**src/rtl/laser_job_sched.sv**
```systemverilog
// laser_job_sched: round-robin job scheduler and sequencer for one LASER core.
// Buffers a job, kicks and feeds the core, waits for DONE or timeout, returns a tagged result.
// Ports: i_clk, i_rst (sync, active high)
//   i_reqN_valid/o_reqN_ready/i_reqN_x/i_reqN_y : requester point streams (N = 0, 1)
//   o_core_rst/o_core_x/o_core_y, i_core_c1x..c2y/i_core_done : core side
//   o_res_valid/i_res_ready/o_res_id/o_res_timeout/o_res_c1x..c2y : result stream
//   o_busy : high in every state except IDLE
module laser_job_sched #(
    parameter int NPTS    = 40,
    parameter int TIMEOUT = 200000,
    parameter int TO_W    = 18
) (
    input  logic       i_clk,
    input  logic       i_rst,
    input  logic       i_req0_valid,
    output logic       o_req0_ready,
    input  logic [3:0] i_req0_x,
    input  logic [3:0] i_req0_y,
    input  logic       i_req1_valid,
    output logic       o_req1_ready,
    input  logic [3:0] i_req1_x,
    input  logic [3:0] i_req1_y,
    output logic       o_core_rst,
    output logic [3:0] o_core_x,
    output logic [3:0] o_core_y,
    input  logic [3:0] i_core_c1x,
    input  logic [3:0] i_core_c1y,
    input  logic [3:0] i_core_c2x,
    input  logic [3:0] i_core_c2y,
    input  logic       i_core_done,
    output logic       o_res_valid,
    input  logic       i_res_ready,
    output logic       o_res_id,
    output logic       o_res_timeout,
    output logic [3:0] o_res_c1x,
    output logic [3:0] o_res_c1y,
    output logic [3:0] o_res_c2x,
    output logic [3:0] o_res_c2y,
    output logic       o_busy
);

    typedef enum logic [2:0] {
        S_IDLE, S_LOAD, S_KICK, S_FEED, S_WAIT, S_RESP
    } state_t;

    localparam logic [5:0]      IDX_LAST = 6'(NPTS - 1);
    localparam logic [TO_W-1:0] TO_LAST  = TO_W'(TIMEOUT - 1);
    localparam logic [TO_W-1:0] TO_ONE   = TO_W'(1);

    state_t          r_state;
    logic [7:0]      r_buf [NPTS];
    logic [5:0]      r_idx;
    logic            r_gnt;
    logic            r_last;
    logic            r_rdy0;
    logic            r_rdy1;
    logic [TO_W-1:0] r_to;
    logic            r_res_valid;
    logic            r_res_id;
    logic            r_res_to;
    logic [3:0]      r_c1x, r_c1y, r_c2x, r_c2y;

    logic       w_hs;
    logic       w_pick;
    logic [3:0] w_x;
    logic [3:0] w_y;

    assign w_hs = r_gnt ? (i_req1_valid & r_rdy1) : (i_req0_valid & r_rdy0);
    assign w_x  = r_gnt ? i_req1_x : i_req0_x;
    assign w_y  = r_gnt ? i_req1_y : i_req0_y;

    // On a tie the requester not granted last wins; otherwise whoever is valid.
    assign w_pick = (i_req0_valid & i_req1_valid) ? ~r_last : i_req1_valid;

    always_ff @(posedge i_clk) begin
        if (i_rst) begin
            r_state     <= S_IDLE;
            r_idx       <= '0;
            r_gnt       <= 1'b0;
            r_last      <= 1'b1;
            r_rdy0      <= 1'b0;
            r_rdy1      <= 1'b0;
            r_to        <= '0;
            r_res_valid <= 1'b0;
            r_res_id    <= 1'b0;
            r_res_to    <= 1'b0;
            r_c1x       <= '0;
            r_c1y       <= '0;
            r_c2x       <= '0;
            r_c2y       <= '0;
        end else begin
            unique case (r_state)
                S_IDLE: begin
                    if (i_req0_valid | i_req1_valid) begin
                        r_gnt   <= w_pick;
                        r_last  <= w_pick;
                        r_idx   <= '0;
                        r_rdy0  <= ~w_pick;
                        r_rdy1  <= w_pick;
                        r_state <= S_LOAD;
                    end
                end
                S_LOAD: begin
                    if (w_hs) begin
                        r_idx <= r_idx + 6'd1;
                        if (r_idx == IDX_LAST) begin
                            r_rdy0  <= 1'b0;
                            r_rdy1  <= 1'b0;
                            r_state <= S_KICK;
                        end
                    end
                end
                S_KICK: begin
                    r_idx   <= '0;
                    r_state <= S_FEED;
                end
                S_FEED: begin
                    if (r_idx == IDX_LAST) begin
                        r_to    <= '0;
                        r_state <= S_WAIT;
                    end else begin
                        r_idx <= r_idx + 6'd1;
                    end
                end
                S_WAIT: begin
                    // DONE takes priority over an expiry in the same cycle.
                    if (i_core_done) begin
                        r_c1x       <= i_core_c1x;
                        r_c1y       <= i_core_c1y;
                        r_c2x       <= i_core_c2x;
                        r_c2y       <= i_core_c2y;
                        r_res_to    <= 1'b0;
                        r_res_id    <= r_gnt;
                        r_res_valid <= 1'b1;
                        r_state     <= S_RESP;
                    end else if (r_to == TO_LAST) begin
                        r_c1x       <= '0;
                        r_c1y       <= '0;
                        r_c2x       <= '0;
                        r_c2y       <= '0;
                        r_res_to    <= 1'b1;
                        r_res_id    <= r_gnt;
                        r_res_valid <= 1'b1;
                        r_state     <= S_RESP;
                    end else begin
                        r_to <= r_to + TO_ONE;
                    end
                end
                S_RESP: begin
                    if (i_res_ready) begin
                        r_res_valid <= 1'b0;
                        r_state     <= S_IDLE;
                    end
                end
                default: r_state <= S_IDLE;
            endcase
        end
    end

    // Buffer contents need no reset: the index and state gate every use.
    always_ff @(posedge i_clk) begin
        if (r_state == S_LOAD && w_hs) begin
            r_buf[r_idx] <= {w_y, w_x};
        end
    end

    assign o_req0_ready  = r_rdy0;
    assign o_req1_ready  = r_rdy1;
    assign o_core_rst    = i_rst | (r_state == S_KICK);
    assign o_core_x      = (r_state == S_FEED) ? r_buf[r_idx][3:0] : 4'd0;
    assign o_core_y      = (r_state == S_FEED) ? r_buf[r_idx][7:4] : 4'd0;
    assign o_res_valid   = r_res_valid;
    assign o_res_id      = r_res_id;
    assign o_res_timeout = r_res_to;
    assign o_res_c1x     = r_c1x;
    assign o_res_c1y     = r_c1y;
    assign o_res_c2x     = r_c2x;
    assign o_res_c2y     = r_c2y;
    assign o_busy        = (r_state != S_IDLE);

endmodule

```
**config.mk**
```make
export PLATFORM = sky130hd
export DESIGN_NAME = laser_job_sched
export DESIGN_NICKNAME = d
export VERILOG_FILES = /design/src/rtl/laser_job_sched.sv
export SDC_FILE = /design/constraint.sdc
export NUM_CORES = 1
export LEC_CHECK = 0
export BUFFER_PORTS_ARGS = -buffer_cell sky130_fd_sc_hd__clkbuf_2
export CAP_MARGIN = 15
export CORE_MARGIN = 2
export CORE_UTILIZATION = 55
export DETAILED_ROUTE_END_ITERATION = 10
export GPL_ROUTABILITY_DRIVEN = 0
export PLACE_DENSITY_LB_ADDON = 0.25
export SYNTH_ARGS = -nofsm -noshare
export SYNTH_HDL_FRONTEND = slang
export SYNTH_SLANG_ARGS = --single-unit
export TNS_END_PERCENT = 30
```
**constraint.sdc**
```tcl
create_clock -name i_clk -period 3.6 [get_ports i_clk]
set_clock_uncertainty 0.1 [all_clocks]
set_input_delay 1.08 -clock i_clk [delete_from_list [all_inputs] [get_ports i_clk]]
set_output_delay 1.08 -clock i_clk [all_outputs]
set_load 0.1 [all_outputs]
```
==> impl_metrics.json, run 1 <==
{
  "grt_use_total_pct": 24.22,
  "area_growth_pct": 20.87,
  "postSynthAreaPerCell_um2": 17.01,
  "synth.distinct_cells": 57,
  "root_buffer": "clkbuf_16",
  "synth_edf_count": 320,
  "synth_cells": 877,
  "maxSlewViolCount": 0,
  "hp-class": "flop to flop",
  "vias": 8623,
  "pre_cts_ws_ps": 274.9,
  "grt_pass1_wl_um": 51450,
  "nFillCells": 1769,
  "synth_flop_cell": "edfxtp_1",
  "die_h_um": 168.7,
  "port_buffers": 68,
  "syn_area_mm2": 0.01492,
  "drt_pre_antenna_iters": 6,
  "clock_latency_ps": 520,
  "ant_nets": 0,
  "synth.area.top_cells": "edfxtp_1 (64%), mux4_2 (12%), dfxtp_1 (7.5%)",
  "drive_gt1_share_pct": 33.37,
  "hpwlAfterDp_um": 20100,
  "fin_ws_ps": -104.6,
  "synth_top_area_share_pct": 64.42,
  "initial_core_util_pct": 55.66,
  "rows": 60,
  "crit_path_max_incr_delay_ps": 380,
  "rsz0062_at_grt": "true",
  "finalNetCount": 1056,
  "antenna_found_initial": 0,
  "multiInputGateArea_mm2": 0.004198,
  "die_w_um": 168.7,
  "worstMarginPinSlew_ps": 929.5,
  "critPathSlowestCell": "dfxtp_4",
  "slew-limit-headroom_pct": 38.03,
  "worst_ep_required_time_ps": 2420,
  "path_max_fanout": 5,
  "grt_max_degree": 49,
  "io_pins": 69,
  "cts_max_level": 2,
  "wl_per_cell_um": 24.66,
  "setup_viol": 8,
  "first_iter_violations": 827,
  "drcViolationCount": 0,
  "regArea_mm2": 0.01074,
  "tritoncts": "yes",
  "numCtsBuffers": 39,
  "clk_pin_slew_ps": 60,
  "gr-total-overflow": 0,
  "grt_pass1_vias": 8717,
  "synth-async-reset-ratio_pct": 0,
  "r2r_slack_ps": 830,
  "status": "complete, but fails checks",
  "drv_cap": 0,
  "place_area_mm2": 0.01615,
  "hold_ws_ps": 359.6,
  "fin_area_mm2": 0.01803,
  "die_area_mm2": 0.02845,
  "synth_seq_cells": 376,
  "yosys_warnings": 0,
  "syn_nets": 917,
  "crit_chain": "buf_4, buf_12, mux4_2, o22ai_1, buf_4, nor4_1, o21a_1, buf_12",
  "violations": "setup timing",
  "cp-start-kind": "flop",
  "crit_path_end_kind": "primary output",
  "core_mm2": 0.02680,
  "final_core_util_pct": 67.27,
  "leakage_nw": 5.893,
  "hold_violations": 0,
  "clockBufferDepth": 3,
  "cts_sinks": 376,
  "via_per_inst": 6.217,
  "period_share_pct": 102.9,
  "synth_largest_area_cell": "edfxtp_1",
  "wl_um": 34200,
  "peakVddDrop_v": 0.0003969,
  "critPathKind": "flop to primary output",
  "arrival_ps": 2520,
  "period_needed_ps": 3705,
  "synth-seq-area-share_pct": 71.93,
  "n_antenna_cell": 0,
  "powerDensity_mw_per_mm2": 519.7,
  "fmax_ghz": 0.2699
}
what timing repair did:
action                     in CTS  in global routing
hold buffers                    0                  0
gates cloned                    2                  2
hold endpoints to repair        0                  0
setup endpoints to repair       8                  8
pin swaps                       4                  2
resized for setup              28                 22
setup buffers                  10                  5
worst max-delay path, delay by kind of cell, from the launching register on:
kind,cells,cell delay [ps]
compound gates,2,310
buf+inv,4,620
flops,1,380
mux,1,330
simple gates,1,360
metrics by stage:
step	total power, mW	instances	setup TNS, ps
after floorplan	5.039	877	0
after global placement	5.151	1300	0
after detailed placement	5.159	1300	0
after CTS	9.425	1383	-1062
after global routing	9.613	1387	-1119
final	9.371	1387	-647.0
metal layers:
metal	track usage [%]	vias to the layer above	routed length [µm]
met5	0	-	0
met4	6.859	0	660
met3	3.460	52	3022
met2	39.08	386	16730
met1	35.13	4364	13790
li1	-	3821	-
final timing paths:
path                  from            to  cells past startpoint
setup / recovery      flop   o_core_y[2]                      8
setup reg to reg     r_gnt  r_buf[13][4]                      6
hold / removal    o_res_id      o_res_id                      2
hold reg to reg   o_res_id      o_res_id                      2
power breakdown:
group | total, mW | switching, mW | internal (mW)
Sequential | 4.78 | 0.00755 | 4.77
Clock | 4.29 | 1.64 | 2.65
Combinational | 0.304 | 0.216 | 0.0889
Total | 9.37 | 1.86 | 7.51
layout make-up:
class | instances | share of cell area, %
Inverter | 5 | 0.1041
Sequential cell | 376 | 59.56
Tap cell | 341 | 2.366
Clock inverter | 26 | 1.839
Multi-Input combinational cell | 447 | 23.28
Clock buffer | 45 | 5.774
Timing Repair Buffer | 147 | 7.078
synth_stat cells (6+ instances only):
library cell and instances:
clkbuf_1 26, and3_1 6, dfxtp_1 56, buf_1 8
edfxtp_1 320, o21ai_0 24, mux2i_1 10, o21a_1 11
nor2b_1 8, nor3_1 6, o211ai_1 9, mux4_2 80
nor2_1 57, nand4_1 7, nand2_1 49, a21oi_1 41
mux2_2 8, o22ai_1 32, buf_2 13, or4_1 8
nand3_1 22, nor4_1 9
flip-flops by register name (all words and copies together) (netlist names), 3 cells and up, named ones only:
signal / flops
o_res_c1x: 4
o_res_c1y: 4
r_to: 18
o_res_c2y: 4
r_idx: 6
r_state: 3
r_buf: 320
o_res_c2x: 4
logic make-up after synthesis:
logic type	after synthesis	share of synthesized area (%)
flip-flops	376	71.93
AND/OR/NAND/NOR	201	6.761
AO/OA/AOI/OAI	142	5.981
multiplexers	98	13.35
buffers and inverters	54	1.568
XOR/XNOR	4	0.2349
adder cells (fa/ha/maj)	2	0.1677
layout by cell type, fill, tap and decap left out, types with 9 or more instances in the layout:
cell type / n
nand2_1: 48
nor2_1: 57
buf_12: 18
buf_4: 65
clkbuf_16: 43
o21ai_0: 24
a21oi_1: 41
mux4_2: 80
nand3_1: 22
dfxtp_1: 54
o211ai_1: 9
clkinv_2: 12
edfxtp_1: 320
o21a_1: 10
o22ai_2: 19
clkbuf_2: 59
mux2i_1: 9
No activity file was read; power rests on OpenSTA's default activity.
==> run 2, diff against run 1 <==
PLACE_DENSITY = 0.79   (was unset)
PLACE_DENSITY_LB_ADDON = unset   (was 0.25)
==> run 2 against run 1 <==
Net effect:
- the flow still finishes with violations (setup timing)
- maximum frequency down 5.4%
- worst hold slack better by 15 ps
- global-route usage up 0.54 points
- non-clock buffer count up 1
- critical path depth down 3
- critical endpoint is now o_core_x[2]
- via count up 4.7%
- sequential cell count unchanged
- core utilization down 0.079 points
- clock-buffer cell count up 3
- sequential share of layout area up 0.077 points
- largest cell class unchanged
==> impl_metrics.json, run 2 (synthesis gave the netlist of run 1 again) <==
{
  "ant_nets": 0,
  "r2r_slack_ps": 720,
  "fin_cells": 1379,
  "root_buffer": "clkbuf_16",
  "vias": 9028,
  "critPathKind": "flop to primary output",
  "reg.largest.list": "r_buf (320), r_to (18), r_idx (6)",
  "path_max_fanout": 8,
  "tritoncts": "yes",
  "fmax_ghz": 0.2553,
  "clkPwrFrac_pct": 42.7,
  "period_share_pct": 108.8,
  "numCtsBuffers": 37,
  "port_buffers": 68,
  "cts_max_level": 2,
  "regMostFlops": "r_buf",
  "die_area_mm2": 0.02845,
  "die_h_um": 168.7,
  "finalNetCount": 1055,
  "powerDensity_mw_per_mm2": 492.8,
  "drv_cap": 0,
  "hold_violations": 0,
  "fin_ws_ps": -317.2,
  "timing.rr.start": "r_gnt",
  "leakage_nw": 5.813,
  "power_switching_share_pct": 20.49,
  "period_needed_ps": 3917,
  "setup_viol": 8,
  "grt_pass1_vias": 8733,
  "initial_core_util_pct": 55.66,
  "area_growth_pct": 20.73,
  "clock_latency_ps": 530,
  "clk_pin_slew_ps": 60,
  "final_core_util_pct": 67.19,
  "dp.cells": 1297,
  "mostFrequentLayoutCells": "edfxtp_1 (320), mux4_2 (80), clkbuf_2 (60), buf_4 (59), nor2_1 (57)",
  "switchingPower_mw": 1.819,
  "rows": 60,
  "die_w_um": 168.7,
  "crit_path_end_kind": "primary output",
  "largest_reg_flops": 320,
  "hpwlAfterDp_um": 20710,
  "rsz0062_at_grt": "true",
  "clockBufferDepth": 3,
  "hold_ws_ps": 374.5,
  "drive_gt1_share_pct": 33.33,
  "gr-total-overflow": 0,
  "seq_power_share_pct": 53.8,
  "first_iter_violations": 1336,
  "via_per_inst": 6.547,
  "violations": "setup timing",
  "cts_sinks": 376,
  "layout_commonest_cell": "edfxtp_1",
  "wl_per_cell_um": 27.09,
  "maxSlewViolCount": 0,
  "n_antenna_cell": 0,
  "io_pins": 69,
  "drt_pre_antenna_iters": 5,
  "status": "complete, but fails checks",
  "grt_pass1_wl_um": 52620,
  "share_comb_of_total_power_pct": 3.5,
  "peakVddDrop_v": 0.0003682,
  "worstMarginPinSlew_ps": 901.5,
  "hp-class": "flop to flop",
  "hp-start": "o_res_c2y[0]",
  "grt_max_degree": 41,
  "grt_use_total_pct": 24.77,
  "arrival_ps": 2740,
  "cp-start-kind": "flop",
  "wl_um": 37360,
  "antenna_found_initial": 0,
  "core_mm2": 0.02680,
  "worst_ep_required_time_ps": 2420,
  "internal_power_mw": 7.057,
  "drcViolationCount": 0,
  "slew-limit-headroom_pct": 39.62
}
==> run 2: cell count changes in the layout (fill, tap and decap cells not counted), moves of 3 or more <==
cell / delta
o22ai_4: +4
clkinv_2: -11
clkbuf_1: +3
o22ai_1: -5
buf_4: -6
nor4_1: -3
clkbuf_16: -3
buf_6: +4
bufinv_16: -5
==> run 2: worst paths after layout <==
check | end | cells after the start
max | o_core_x[2] | 5
min | o_res_c2y[0] | 2
max reg2reg | r_buf[37][2] | 6
min reg2reg | o_res_c2y[0] | 2
==> run 2: power groups by stage <==
stage / Sequential (mW) / Clock, mW / Combinational, mW
floorplan: 4.88 / 0 / 0.161
global placement: 4.87 / 0 / 0.271
detailed placement: 4.87 / 0 / 0.282
CTS: 4.78 / 3.80 / 0.297
global route: 4.78 / 3.97 / 0.329
finish: 4.78 / 3.79 / 0.309
==> run 2: per-layer routing <==
| metal | global-route usage (%) | part of all wire [%] | wire length (µm) |
|---|---|---|---|
| met5 | 0 | 0 | 0 |
| met4 | 7.609 | 2.7 | 1003 |
| met3 | 4.138 | 11 | 4016 |
| met2 | 40.45 | 49 | 18210 |
| met1 | 34.81 | 38 | 14130 |
==> run 2: critical path, cell delays in order (launching register included) <==
cell and delay, ps:
dfxtp_1 580, or3b_2 440, o22ai_2 210, nor4_2 550
o21a_1 240, buf_12 190
==> run 2: area by class of cell <==
type / instances / area (µm²)
multi-input cells: 447 / 4304
clock inverters: 14 / 166.4
flip-flops and latches: 376 / 10740
fillers: 1637 / 8792
inverters: 5 / 18.77
clock buffers: 48 / 1010
repair buffers: 148 / 1344
well taps: 341 / 426.7
==> run 2: per-stage QoR <==
step / total power [mW] / setup TNS (ps) / instance area [µm²] / setup slack (ps)
final: 8.875 / -1222 / 18010 / -317.2
after global routing: 9.077 / -1498 / 18010 / -371.5
after CTS: 8.876 / -1133 / 17690 / -157.5
after detailed placement: 5.153 / 0 / 16150 / 208.7
after global placement: 5.141 / 0 / 16150 / 202.1
after floorplan: 5.039 / 0 / 14920 / 227.2
==> run 2: what timing repair did <==
item	4_1_cts	5_1_grt
hold buffers	0	0
gates cloned	3	2
resized for setup	29	36
setup buffers	7	9
pin swaps	2	4
setup endpoints to repair	8	8
